$ cat src/rtl/ext_prog_loader.sv
// ---------------------------------------------------------------------------
// ext_prog_loader
//
// Host-side master for the CPU's external memory port. It takes a word stream
// and writes it into instruction memory at consecutive addresses. It can then
// read the image back and compare a modular checksum. Finally it holds the CPU
// execution enable high until it is aborted.
//
// Ports
//   clk         clock, all state on the rising edge
//   arst        asynchronous reset, active-high
//   start       begin a load (sampled only in IDLE)
//   num_words   word count, sampled with start
//   verify_en   readback check enable, sampled with start
//   abort       return to IDLE from any state
//   s_valid     stream word valid
//   s_data      stream word
//   s_ready     loader accepts s_data this cycle
//   addr_ext    memory address (registered)
//   wen_ext     memory write strobe (registered)
//   ren_ext     memory read strobe (registered)
//   wdata_ext   memory write data (registered)
//   rdata_ext   memory read data, valid RD_LAT cycles after ren_ext
//   cpu_enable  CPU execution enable (high in RUN)
//   busy        high in LOAD, VERIFY, DRAIN
//   done        high in RUN
//   error       high in ERROR
//   checksum    sum of the written words, mod 2^DATA_W
//   dbg_state   current FSM state encoding, for observation only
//
// Stream handshake: a word transfers on a rising edge where s_valid and
// s_ready are both high. s_ready never depends on s_valid. Once the producer
// raises s_valid, it holds s_valid and s_data until the transfer happens.
// ---------------------------------------------------------------------------
module ext_prog_loader #(
  parameter int                 ADDR_W     = 64,
  parameter int                 DATA_W     = 32,
  parameter logic [ADDR_W-1:0]  BASE_ADDR  = '0,
  parameter int                 WORD_BYTES = 4,
  parameter int                 RD_LAT     = 1
) (
  input  logic              clk,
  input  logic              arst,
  input  logic              start,
  input  logic [15:0]       num_words,
  input  logic              verify_en,
  input  logic              abort,
  input  logic              s_valid,
  input  logic [DATA_W-1:0] s_data,
  output logic              s_ready,
  output logic [ADDR_W-1:0] addr_ext,
  output logic              wen_ext,
  output logic              ren_ext,
  output logic [DATA_W-1:0] wdata_ext,
  input  logic [DATA_W-1:0] rdata_ext,
  output logic              cpu_enable,
  output logic              busy,
  output logic              done,
  output logic              error,
  output logic [DATA_W-1:0] checksum,
  output logic [2:0]        dbg_state
);

  localparam logic [ADDR_W-1:0] STRIDE = ADDR_W'(WORD_BYTES);

  typedef enum logic [2:0] {
    S_IDLE   = 3'd0,
    S_LOAD   = 3'd1,
    S_VERIFY = 3'd2,
    S_DRAIN  = 3'd3,
    S_RUN    = 3'd4,
    S_ERROR  = 3'd5
  } state_t;

  state_t r_state;
  state_t w_next;

  logic [15:0]       r_num;
  logic              r_verify;
  logic [15:0]       r_idx;      // words accepted from the stream
  logic [15:0]       r_ridx;     // reads issued during VERIFY
  logic [ADDR_W-1:0] r_addr;
  logic              r_wen;
  logic              r_ren;
  logic [DATA_W-1:0] r_wdata;
  logic [DATA_W-1:0] r_checksum;
  logic [DATA_W-1:0] r_rsum;
  logic [RD_LAT-1:0] r_rd_pipe;  // bit k set: a read issued k+1 cycles after ren_ext

  logic              w_s_ready;
  logic              w_hs;
  logic              w_drained;
  logic [RD_LAT-1:0] w_pipe_next;
  logic [ADDR_W-1:0] w_wr_addr;
  logic [ADDR_W-1:0] w_rd_addr;

  // Address arithmetic wraps naturally mod 2^ADDR_W.
  assign w_wr_addr = BASE_ADDR + ADDR_W'(r_idx)  * STRIDE;
  assign w_rd_addr = BASE_ADDR + ADDR_W'(r_ridx) * STRIDE;
  assign w_hs      = s_valid && w_s_ready;

  // No read is still in flight: none is being presented and none is in the delay line.
  assign w_drained = !r_ren && (r_rd_pipe == '0);

  always_comb begin
    w_pipe_next    = r_rd_pipe << 1;
    w_pipe_next[0] = r_ren;
  end

  // ---------------- state register ----------------
  always_ff @(posedge clk or posedge arst) begin
    if (arst) r_state <= S_IDLE;
    else      r_state <= w_next;
  end

  // ---------------- next-state logic ----------------
  always_comb begin
    w_next = r_state;
    if (abort) begin
      // abort wins over everything, including a start in IDLE
      w_next = S_IDLE;
    end else begin
      case (r_state)
        S_IDLE: begin
          if (start) w_next = (num_words != 16'd0) ? S_LOAD : S_RUN;
        end
        S_LOAD: begin
          // idx reaches num_words in the cycle of the final write pulse
          if (r_idx == r_num) w_next = r_verify ? S_VERIFY : S_RUN;
        end
        S_VERIFY: begin
          if (r_ridx == r_num - 16'd1) w_next = S_DRAIN;
        end
        S_DRAIN: begin
          if (w_drained) w_next = (r_rsum == r_checksum) ? S_RUN : S_ERROR;
        end
        S_RUN:   w_next = S_RUN;
        S_ERROR: w_next = S_ERROR;
        default: w_next = S_IDLE;
      endcase
    end
  end

  // ---------------- output logic ----------------
  always_comb begin
    w_s_ready  = 1'b0;
    busy       = 1'b0;
    done       = 1'b0;
    error      = 1'b0;
    cpu_enable = 1'b0;
    case (r_state)
      S_LOAD: begin
        busy      = 1'b1;
        // closed during abort so no word is consumed and then dropped
        w_s_ready = (r_idx < r_num) && !abort;
      end
      S_VERIFY, S_DRAIN: busy = 1'b1;
      S_RUN: begin
        done       = 1'b1;
        cpu_enable = 1'b1;
      end
      S_ERROR: error = 1'b1;
      default: ;
    endcase
  end

  assign s_ready   = w_s_ready;
  assign addr_ext  = r_addr;
  assign wen_ext   = r_wen;
  assign ren_ext   = r_ren;
  assign wdata_ext = r_wdata;
  assign checksum  = r_checksum;
  assign dbg_state = r_state;

  // ---------------- datapath ----------------
  always_ff @(posedge clk or posedge arst) begin
    if (arst) begin
      r_num      <= '0;
      r_verify   <= 1'b0;
      r_idx      <= '0;
      r_ridx     <= '0;
      r_addr     <= '0;
      r_wen      <= 1'b0;
      r_ren      <= 1'b0;
      r_wdata    <= '0;
      r_checksum <= '0;
      r_rsum     <= '0;
      r_rd_pipe  <= '0;
    end else begin
      // strobes are single-cycle unless re-armed below
      r_wen <= 1'b0;
      r_ren <= 1'b0;

      // abort discards every read still in flight
      r_rd_pipe <= abort ? '0 : w_pipe_next;
      if (!abort && r_rd_pipe[RD_LAT-1]) r_rsum <= r_rsum + rdata_ext;

      case (r_state)
        S_IDLE: begin
          if (!abort && start && (num_words != 16'd0)) begin
            r_num      <= num_words;
            r_verify   <= verify_en;
            r_idx      <= '0;
            r_ridx     <= '0;
            r_checksum <= '0;
            r_rsum     <= '0;
          end
        end
        S_LOAD: begin
          if (w_hs) begin
            r_wen      <= 1'b1;
            r_addr     <= w_wr_addr;
            r_wdata    <= s_data;
            r_checksum <= r_checksum + s_data;
            r_idx      <= r_idx + 16'd1;
          end
        end
        S_VERIFY: begin
          if (!abort) begin
            r_ren  <= 1'b1;
            r_addr <= w_rd_addr;
            r_ridx <= r_ridx + 16'd1;
          end
        end
        default: ;
      endcase
    end
  end

endmodule

$ cat config.mk
export PLATFORM = sky130hd
export DESIGN_NAME = ext_prog_loader
export DESIGN_NICKNAME = d
export VERILOG_FILES = /design/src/rtl/ext_prog_loader.sv
export SDC_FILE = /design/constraint.sdc
export NUM_CORES = 1
export LEC_CHECK = 0
export ABC_AREA = 1
export BUFFER_PORTS_ARGS = -buffer_cell sky130_fd_sc_hd__clkbuf_2
export CAP_MARGIN = 25
export CORE_MARGIN = 1
export CORE_UTILIZATION = 62
export DETAILED_ROUTE_END_ITERATION = 10
export PLACE_DENSITY = 0.95
export SLEW_MARGIN = 20
export SYNTH_ARGS = -nofsm -noshare
export SYNTH_HDL_FRONTEND = slang
export SYNTH_SLANG_ARGS = --single-unit
$ cat constraint.sdc
create_clock -name clk -period 7.8 [get_ports clk]
set_clock_uncertainty 0.1 [all_clocks]
set_input_delay 0.78 -clock clk [delete_from_list [all_inputs] [get_ports clk]]
set_output_delay 0.78 -clock clk [all_outputs]
set_load 0.01 [all_outputs]
==> metrics.cfg, run 1 <==
[timing]
rsz0062_at_grt=no
hold_slack_ns=0.169
worstMarginPinSlew_ns=0.849
final.setup.tns_ns=0
setup_violations=0
hold_viol=0
timing_max_transition_violations_final=0
finalCriticalPeriod_ns=3.43
finalCritPeriodShare=0.440
max-slew-margin-rel=0.433
fmax_mhz=291

[placed_design]
hpwlAfterDp_mm=29.9
gp_congestion=0.969
place.port_buffers=175

[floorplanning]
fp.dieW_um=146
die_h_um=146
start_util=0.631
core_mm2=0.0202
ioPinCount=224
dieArea_mm2=0.0212
num_rows=52

[power]
powerDensity_mw_per_mm2=337
power_mw=4.79
leakage_nw=7.60
peakVddDrop_mv=0.176

[cts]
post-cts-setup-buffer-count=0
post_cts_resize_count=0
hold_buffers=0
clk_pin_slew_ns=0.07
cts.sinks=167
cts_buffer_depth=2
worstSkewPairLatency_ns=0.45
numCtsBuffers=17
cts_tree=done
clk_root_buffer_cell=clkbuf_16
htree_levels=4

[synth]
synth_ff_type=dfrtp_1
synth_area_mm2=0.0128
ys_types=44
postSynthCellCount=1847
synth-edff-count=0
synth_largest_area_cell=dfrtp_1
synth-adder-area-share=0.0825
avgSynthCellArea_um2=6.91
synth-warning-count=0
synth_top_family_by_area=simple AND/OR/NAND/NOR gates
ys_top_cells_by_area=dfrtp_1, nand2_1, ha_1
synthMuxAreaShare=0
ys_seq_elements=167
yosys.area.top_type_share=0.327
yosys.area_share.simple=0.299
seq_area_frac_synth=0.327
synth_compound_area_frac=0.131
synth_xor_area_frac=0.0553
async_flop_share=1.00

[status]
status=finished, final reports clean

[worst_setup_path]
worstPathCellList=inv_1 -> ha_1 -> nand2_1 -> inv_1 -> nand3_1 -> a31oi_1 -> nor2_1 -> nand2_1 -> inv_2 -> nand2_4 -> nand2_4 -> inv_2 -> nand2_1 -> o21ai_1
path_common_cell=nand2_1
cp.required_ns=8.06
worstPathArrival_ns=3.70
r2r_start=r_num[11]
cp-end-kind=flop
criticalPathCategory=flop to flop
max_stage_delay_ns=0.56
crit_start=r_num[11]
cpMaxStageDelayCell=nand2_4
start_kind=flop
worst-path-max-fanout=70

[route]
first_pass_iters=6
wl_per_cell_um=16.8
antenna_left=0
num_vias=12923
drt-total-wl_mm=38.4
drc=0
first_iter_violations=971
viasPerCell=5.66

[cells_and_area]
area_growth_pct=11.5
final_layout_size_suffix_gt1_frac=0.121
diodes=0
nets=2170
final_common_cell=nand2_1
layout_common_cells=nand2_1, inv_1, clkbuf_2

[global_route]
grt_pass1_wl_mm=62.2
grt_overflow=0
antenna_found_initial=1
grt.total_usage=0.369
grt_pass1_vias=12405
grt_start_max_net_pins=110

[run]
cap_violations=0

[min_path]
min_path_type=primary input to asynchronous set/reset pin

==> path summary, 6_finish.rpt <==
kind,end,slack [ns],depth (start not counted)
hold reg to reg,wdata_ext[18],0.38,2
min in group clk,wdata_ext[18],0.38,2
max in group asynchronous,r_rsum[11],6.35,3
setup reg to reg,checksum[7],4.37,14
hold / removal,addr_ext[16],0.17,2
setup / recovery,checksum[7],4.37,14
==> cells in the mapped netlist (6+ instances only) <==
cell / instances
inv_1: 194
o21ai_1: 22
o211ai_1: 11
dfrtp_1: 167
nor2_1: 167
inv_2: 9
nor3_1: 31
o21bai_1: 17
a21oi_1: 108
or2_2: 11
clkbuf_1: 17
xnor2_1: 43
nor4_1: 13
buf_2: 18
ha_1: 81
nand2_1: 541
nand3b_1: 7
o21a_1: 7
a21o_1: 6
nand3_1: 110
buf_4: 51
o21ai_0: 121
xor2_1: 35
nand4_1: 23
==> where the power goes <==
| group | switching, mW | total, mW | leakage (nW) | internal, mW |
|---|---|---|---|---|
| registers | 0.318 | 1.46 | 2.23 | 1.15 |
| logic | 1.58 | 2.46 | 5.09 | 0.883 |
| clock network | 0.414 | 0.870 | 0.288 | 0.456 |
| total | 2.31 | 4.79 | 7.60 | 2.48 |
==> routing by layer <==
layer	routed length, um	global-route usage	part of all wire	up-vias
met3	2520	0.0668	0.066	120
met2	18700	0.636	0.49	572
met5	12	0	0.00031	-
met4	1630	0.166	0.042	2
li1	-	-	-	6228
met1	15600	0.452	0.41	6001
==> critical path: cells and delay by family (launching register included) <==
| family | cells | cell delay, ns |
|---|---|---|
| compound gates | 2 | 0.27 |
| fa+ha+maj | 1 | 0.32 |
| buf+inv | 4 | 0.80 |
| flops | 1 | 0.45 |
| simple gates | 7 | 1.38 |
==> through the flow <==
step	std cells	cell area, um^2	setup slack (ns)	util
floorplan	1894	12900	2.40	-
global placement	2251	13600	4.53	0.673
detailed placement	2251	13600	4.46	0.673
CTS	2283	14200	4.40	0.703
global route	2284	14200	4.11	0.704
finish	2284	14200	4.37	0.704
==> registers in the layout, summed over array words and instances (netlist names) <==
| signal | flops |
|---|---|
| ren_ext | 1 |
| addr_ext | 16 |
| r_rd_pipe | 1 |
| r_verify | 1 |
| r_idx | 16 |
| checksum | 32 |
| wen_ext | 1 |
| r_rsum | 32 |
| dbg_state | 3 |
| r_num | 16 |
| wdata_ext | 32 |
| r_ridx | 16 |
==> layout make-up <==
type                    instances  area [um^2]
clock buffers                  18          429
clock inverters                14          163
multi-input cells            1432         7440
flip-flops and latches        167         4180
fillers                      1743         5990
repair buffers                179          926
inverters                     204          771
well taps                     270          338
==> kinds of logic (layout without fill, tap and decap cells) <==
group / after synthesis / count (layout)
and+or+nand+nor: 914 / 914
AOI/OAI and AO/OA: 308 / 308
buffers and inverters: 295 / 415
DFF: 167 / 167
adders and majority gates: 83 / 83
xor gates and xnor gates: 79 / 79
other: 1 / 48
(Power assumes the default switching activity.)
==> run 2, diff against run 1 <==
--- a/config.mk
+++ b/config.mk
@@ -9,9 +9,9 @@
 export BUFFER_PORTS_ARGS = -buffer_cell sky130_fd_sc_hd__clkbuf_2
 export CAP_MARGIN = 25
 export CORE_MARGIN = 1
-export CORE_UTILIZATION = 62
+export CORE_UTILIZATION = 52
 export DETAILED_ROUTE_END_ITERATION = 10
-export PLACE_DENSITY = 0.95
+export PLACE_DENSITY = 0.86
 export SLEW_MARGIN = 20
 export SYNTH_ARGS = -nofsm -noshare
 export SYNTH_HDL_FRONTEND = slang
==> constraint.sdc (replaced) <==
create_clock -name clk -period 3.05 [get_ports clk]
set_clock_uncertainty 0.1 [all_clocks]
set_input_delay 0.305 -clock clk [delete_from_list [all_inputs] [get_ports clk]]
set_output_delay 0.305 -clock clk [all_outputs]
set_load 0.01 [all_outputs]
==> metrics.cfg, run 2 (synthesis gave the netlist of run 1 again) <==
[status]
status=complete, but fails checks
violations=negative hold slack

[power]
peakVddDrop_mv=0.368
leakage_nw=7.80
powerDensity_mw_per_mm2=830

[timing]
max-slew-margin-rel=0.527
worstMarginPinSlew_ns=0.709
hold_viol=1
setup_violations=0
finalCritPeriodShare=0.894
fmax_mhz=367
final.setup.tns_ns=0
rsz0062_at_grt=no
finalCriticalPeriod_ns=2.73
timing_max_transition_violations_final=0
hold_slack_ns=-0.00406

[global_route]
grt_start_max_net_pins=51
grt_pass1_vias=12381
grt_pass1_wl_mm=60.8
antenna_found_initial=0
grt.total_usage=0.298
grt_overflow=0

[route]
wl_per_cell_um=16.0
drt-total-wl_mm=38.0
first_iter_violations=1279
antenna_left=0
first_pass_iters=5
viasPerCell=5.49
drc=0
num_vias=13066

[cells_and_area]
area_growth_pct=15.4
n_fill_cell=2173
final_common_cell=nand2_1
final_layout_size_suffix_gt1_frac=0.126
layout_common_cells=nand2_1, inv_1, clkbuf_2
nets=2218
multi_input_area_mm2=0.00744
seq_area_mm2=0.00418

[placed_design]
hpwlAfterDp_mm=29.4
place.port_buffers=175
gp_congestion=1.01

[floorplanning]
num_rows=56
dieArea_mm2=0.0252
start_util=0.538
fp.dieW_um=159
die_h_um=159
ioPinCount=224
core_mm2=0.0238

[worst_setup_path]
rrSetupSlack_ns=0.32
r2r-end=checksum[30]
crit_start=checksum[3]
cp-end-kind=flop
worst-path-max-fanout=5
criticalPathCategory=flop to flop
worstPathArrival_ns=2.96
cp.required_ns=3.28
r2r_cells=12
start_kind=flop
crit_end=checksum[30]
r2r_start=checksum[3]

[cts]
cts_buffer_depth=2
cts_tree=done
clk_root_buffer_cell=clkbuf_16
cts.sinks=167
worstSkewPairLatency_ns=0.45
htree_levels=4
clk_pin_slew_ns=0.08
post_cts_resize_count=0
numCtsBuffers=17

[run]
cap_violations=0

[min_path]
min_path_type=primary input to flop

run 2: cell count changes in the layout (fill, tap and decap cells not counted), sizes merged:
| cell | before | now |
|---|---|---|
| dlygate4sd3 | 0 | 34 |
| buf | 4 | 18 |
| bufinv | 1 | 0 |
| clkinvlp | 1 | 2 |
| diode | 0 | 1 |
run 2: cell type report:
cell class | instances | share of cell area
Tap cell | 319 | 0.0271
Multi-Input combinational cell | 1432 | 0.505
Inverter | 204 | 0.0522
Timing Repair Buffer | 227 | 0.0943
Clock inverter | 14 | 0.00790
Antenna cell | 1 | 0.000170
Sequential cell | 167 | 0.284
Clock buffer | 18 | 0.0298
run 2: per-stage QoR:
step	cell area (um^2)	utilization	power [mW]	worst slack, ns	instances
global route	14700	0.620	13.1	0.0406	2381
detailed placement	13800	0.582	9.94	0.451	2315
finish	14700	0.620	12.2	0.323	2382
global placement	13800	0.582	9.76	0.516	2315
floorplan	12900	-	8.08	0.518	1894
CTS	14700	0.620	12.1	0.358	2381
run 2: how the worst min path moves through the flow:
stage | startpoint | endpoint | slack (ns) | cells past startpoint
global route | s_data[25] | wdata_ext[25] | 0.009 | 3
finish | s_data[25] | wdata_ext[25] | -0.004 | 3
CTS | s_data[25] | wdata_ext[25] | 0.001 | 3
detailed placement | arst | checksum[5] | 0.34 | 2
global placement | arst | checksum[5] | 0.34 | 2
floorplan | s_data[0] | wdata_ext[0] | 0.31 | 2
run 2: worst max-delay path, cell delays in order (launching register included):
cell and delay (ns):
dfrtp_1 0.47, ha_1 0.37, inv_1 0.07, o211ai_1 0.46, nand2_1 0.10, nand2_1 0.11
nand2_1 0.10, a21oi_1 0.39, nand3_1 0.18, nand2_1 0.09, nand2_1 0.05, nand3_1 0.06
nand2_1 0.05
run 2: per-layer routing:
metal	share of wire	up-vias	track usage	wire length [um]
met5	0	-	0	0
met4	0.047	0	0.154	1780
met3	0.066	122	0.0439	2520
met2	0.48	581	0.510	18300
met1	0.41	6032	0.364	15400
li1	-	6331	-	-
run 2: repair_timing:
| item | CTS | global route |
|---|---|---|
| endpoints found under the setup margin | 0 | 0 |
| hold endpoints to repair | 58 | 0 |
| setup buffers | 0 | 0 |
| hold buffers | 34 | 0 |
run 2: report_power, final:
part           leakage (nW)  internal [mW]  switching (mW)  total (mW)
sequential             2.23           2.93           0.790        3.72
combinational          5.30           2.35            4.02        6.38
clock                 0.274           1.09            1.04        2.13
total                  7.80           6.37            5.85        12.2
==> run 3, diff against run 2 <==
--- a/config.mk
+++ b/config.mk
@@ -8,10 +8,12 @@
 export ABC_AREA = 1
 export BUFFER_PORTS_ARGS = -buffer_cell sky130_fd_sc_hd__clkbuf_2
 export CAP_MARGIN = 25
+export CELL_PAD_IN_SITES_DETAIL_PLACEMENT = 0
+export CELL_PAD_IN_SITES_GLOBAL_PLACEMENT = 2
 export CORE_MARGIN = 1
-export CORE_UTILIZATION = 52
+export CORE_UTILIZATION = 29
 export DETAILED_ROUTE_END_ITERATION = 10
-export PLACE_DENSITY = 0.86
+export PLACE_DENSITY = 0.87
 export SLEW_MARGIN = 20
 export SYNTH_ARGS = -nofsm -noshare
 export SYNTH_HDL_FRONTEND = slang
==> metrics.cfg, run 3 (synthesis gave the netlist of run 1 again) <==
[route]
antenna_left=0
viasPerCell=4.68
drc=0
wl_per_cell_um=16.0
drt-total-wl_mm=42.7
first_iter_violations=692
first_pass_iters=5
num_vias=12474

[worst_setup_path]
worstPathCellList=dlygate4sd3_1 -> clkbuf_2 -> ha_1 -> inv_1 -> o211ai_1 -> nand2_1 -> nand2_1 -> nand2_1 -> a21oi_1 -> nand3_1 -> nand2_1 -> nand2_1 -> nand3_1 -> nand2_1
worstPathArrival_ns=2.92
path_common_cell=nand2_1
criticalPathCategory=primary input to flop
r2r_start=checksum[3]
max_stage_delay_ns=0.53
cpMaxStageDelayCell=dlygate4sd3_1
cp-end-kind=flop
worst-path-max-fanout=5
r2r_cells=12
start_kind=primary input
rrSetupSlack_ns=0.39
cp.required_ns=3.31
r2r-end=checksum[30]

[power]
p_switching_mw=5.86
p_comb_frac=0.516
peakVddDrop_mv=0.391
leakage_nw=7.89
powerDensity_mw_per_mm2=817
p_int_mw=6.61
power_mw=12.5
switching_share=0.470
clockPowerShare=0.185
seqPwrFrac=0.299

[timing]
fin_ws_ns=0.388
finalCriticalPeriod_ns=2.66
fmax_mhz=376
hold_slack_ns=0.0240
worstMarginPinSlew_ns=0.579
timing_max_transition_violations_final=0
finalCritPeriodShare=0.873
final.setup.tns_ns=0
hold_viol=0
max-slew-margin-rel=0.610
setup_violations=0
rsz0062_at_grt=no

[cells_and_area]
layout_common_cells=nand2_1, inv_1, clkbuf_2
nets=2235
finish.instance_area_mm2=0.0153
n_fill_cell=4737
final_common_cell=nand2_1
area_growth_pct=19.6
final_layout_size_suffix_gt1_frac=0.126

[cts]
numCtsBuffers=17
clk_pin_slew_ns=0.08
cts_tree=done
htree_levels=4
cts_buffer_depth=2
post_cts_resize_count=0
cts.sinks=167
worstSkewPairLatency_ns=0.46
post-cts-setup-buffer-count=0
clk_root_buffer_cell=clkbuf_16

[placed_design]
dp_slack_ns=0.396
place.port_buffers=175
placed_area_mm2=0.0142
gp_congestion=0.875
hpwlAfterDp_mm=33.8

[global_route]
grt_overflow=0
antenna_found_initial=1
grt_pass1_wl_mm=67.2
grt_pass1_vias=12181
grt.total_usage=0.195
grt_start_max_net_pins=48

[min_path]
min_path_type=primary input to flop
holdPathEnd=r_num[6]
hold_depth=3
min_from=num_words[6]

[floorplanning]
start_util=0.295
ioPinCount=224
fp.dieW_um=212
num_rows=76
core_mm2=0.0433
die_h_um=212
dieArea_mm2=0.0449

[run]
cap_violations=0

[status]
status=finished, final reports clean

==> run 3: cell count changes in the layout (fill, tap and decap cells not counted), sizes merged <==
cell,before,now
clkinv,7,6
clkbuf,193,196
bufinv,0,2
buf,18,21
dlygate4sd3,34,48
clkinvlp,2,3
inv,209,203
==> run 3: routing by layer <==
| layer | share of wire | global-route usage |
|---|---|---|
| met1 | 0.45 | 0.246 |
| met2 | 0.49 | 0.340 |
| met3 | 0.036 | 0.0319 |
| met4 | 0.020 | 0.0585 |
| met5 | 0.00030 | 0 |
==> run 3: final cells by class <==
| cell class | count | area [um^2] | share of cell area |
|---|---|---|---|
| diodes | 1 | 2.50 | 0.000164 |
| clock buffers | 21 | 480 | 0.0315 |
| clock inverters | 10 | 120 | 0.00786 |
| inverters | 204 | 769 | 0.0504 |
| multi-input cells | 1432 | 7440 | 0.487 |
| flip-flops and latches | 167 | 4180 | 0.274 |
| well taps | 585 | 732 | 0.0479 |
| repair buffers | 244 | 1550 | 0.102 |
==> run 3: worst max-delay path by stage <==
| stage | slack (ns) | end | start | depth (start not counted) |
|---|---|---|---|---|
| finish | 0.39 | checksum[30] | s_data[3] | 14 |
| global route | 0.13 | checksum[30] | s_data[3] | 14 |
| CTS | 0.40 | checksum[30] | checksum[3] | 12 |
| detailed placement | 0.40 | checksum[30] | checksum[3] | 12 |
| global placement | 0.45 | checksum[30] | checksum[3] | 12 |
| floorplan | 0.52 | addr_ext[10] | arst | 1 |
==> run 3: power by group through the flow <==
| stage | Combinational, mW | Sequential [mW] | Clock, mW |
|---|---|---|---|
| 5_1_grt | 7.36 | 3.81 | 2.47 |
| 4_1_cts | 6.47 | 3.73 | 2.39 |
| 3_3_place_gp | 6.33 | 3.76 | 0 |
| 2_1_floorplan | 4.41 | 3.68 | 0 |
| 3_5_place_dp | 6.40 | 3.76 | 0 |
| 6_report | 6.44 | 3.72 | 2.31 |
==> run 3: worst max-delay path, delay by kind of cell <==
family | cells | cell delay, ns
AOI/OAI and AO/OA | 2 | 0.86
adders and majority gates | 1 | 0.32
buffers and inverters | 3 | 0.72
and+or+nand+nor | 8 | 0.70
==> run 3: what timing repair did <==
item	in CTS	in global routing
hold endpoints to repair	62	0
endpoints found under the setup margin	0	0
hold buffers	48	0
==> run 3: per-stage QoR <==
stage,util,cells
after floorplan,-,1894
after global placement,0.328,2584
after detailed placement,0.328,2584
after CTS,0.353,2663
after global routing,0.353,2663
final,0.353,2664
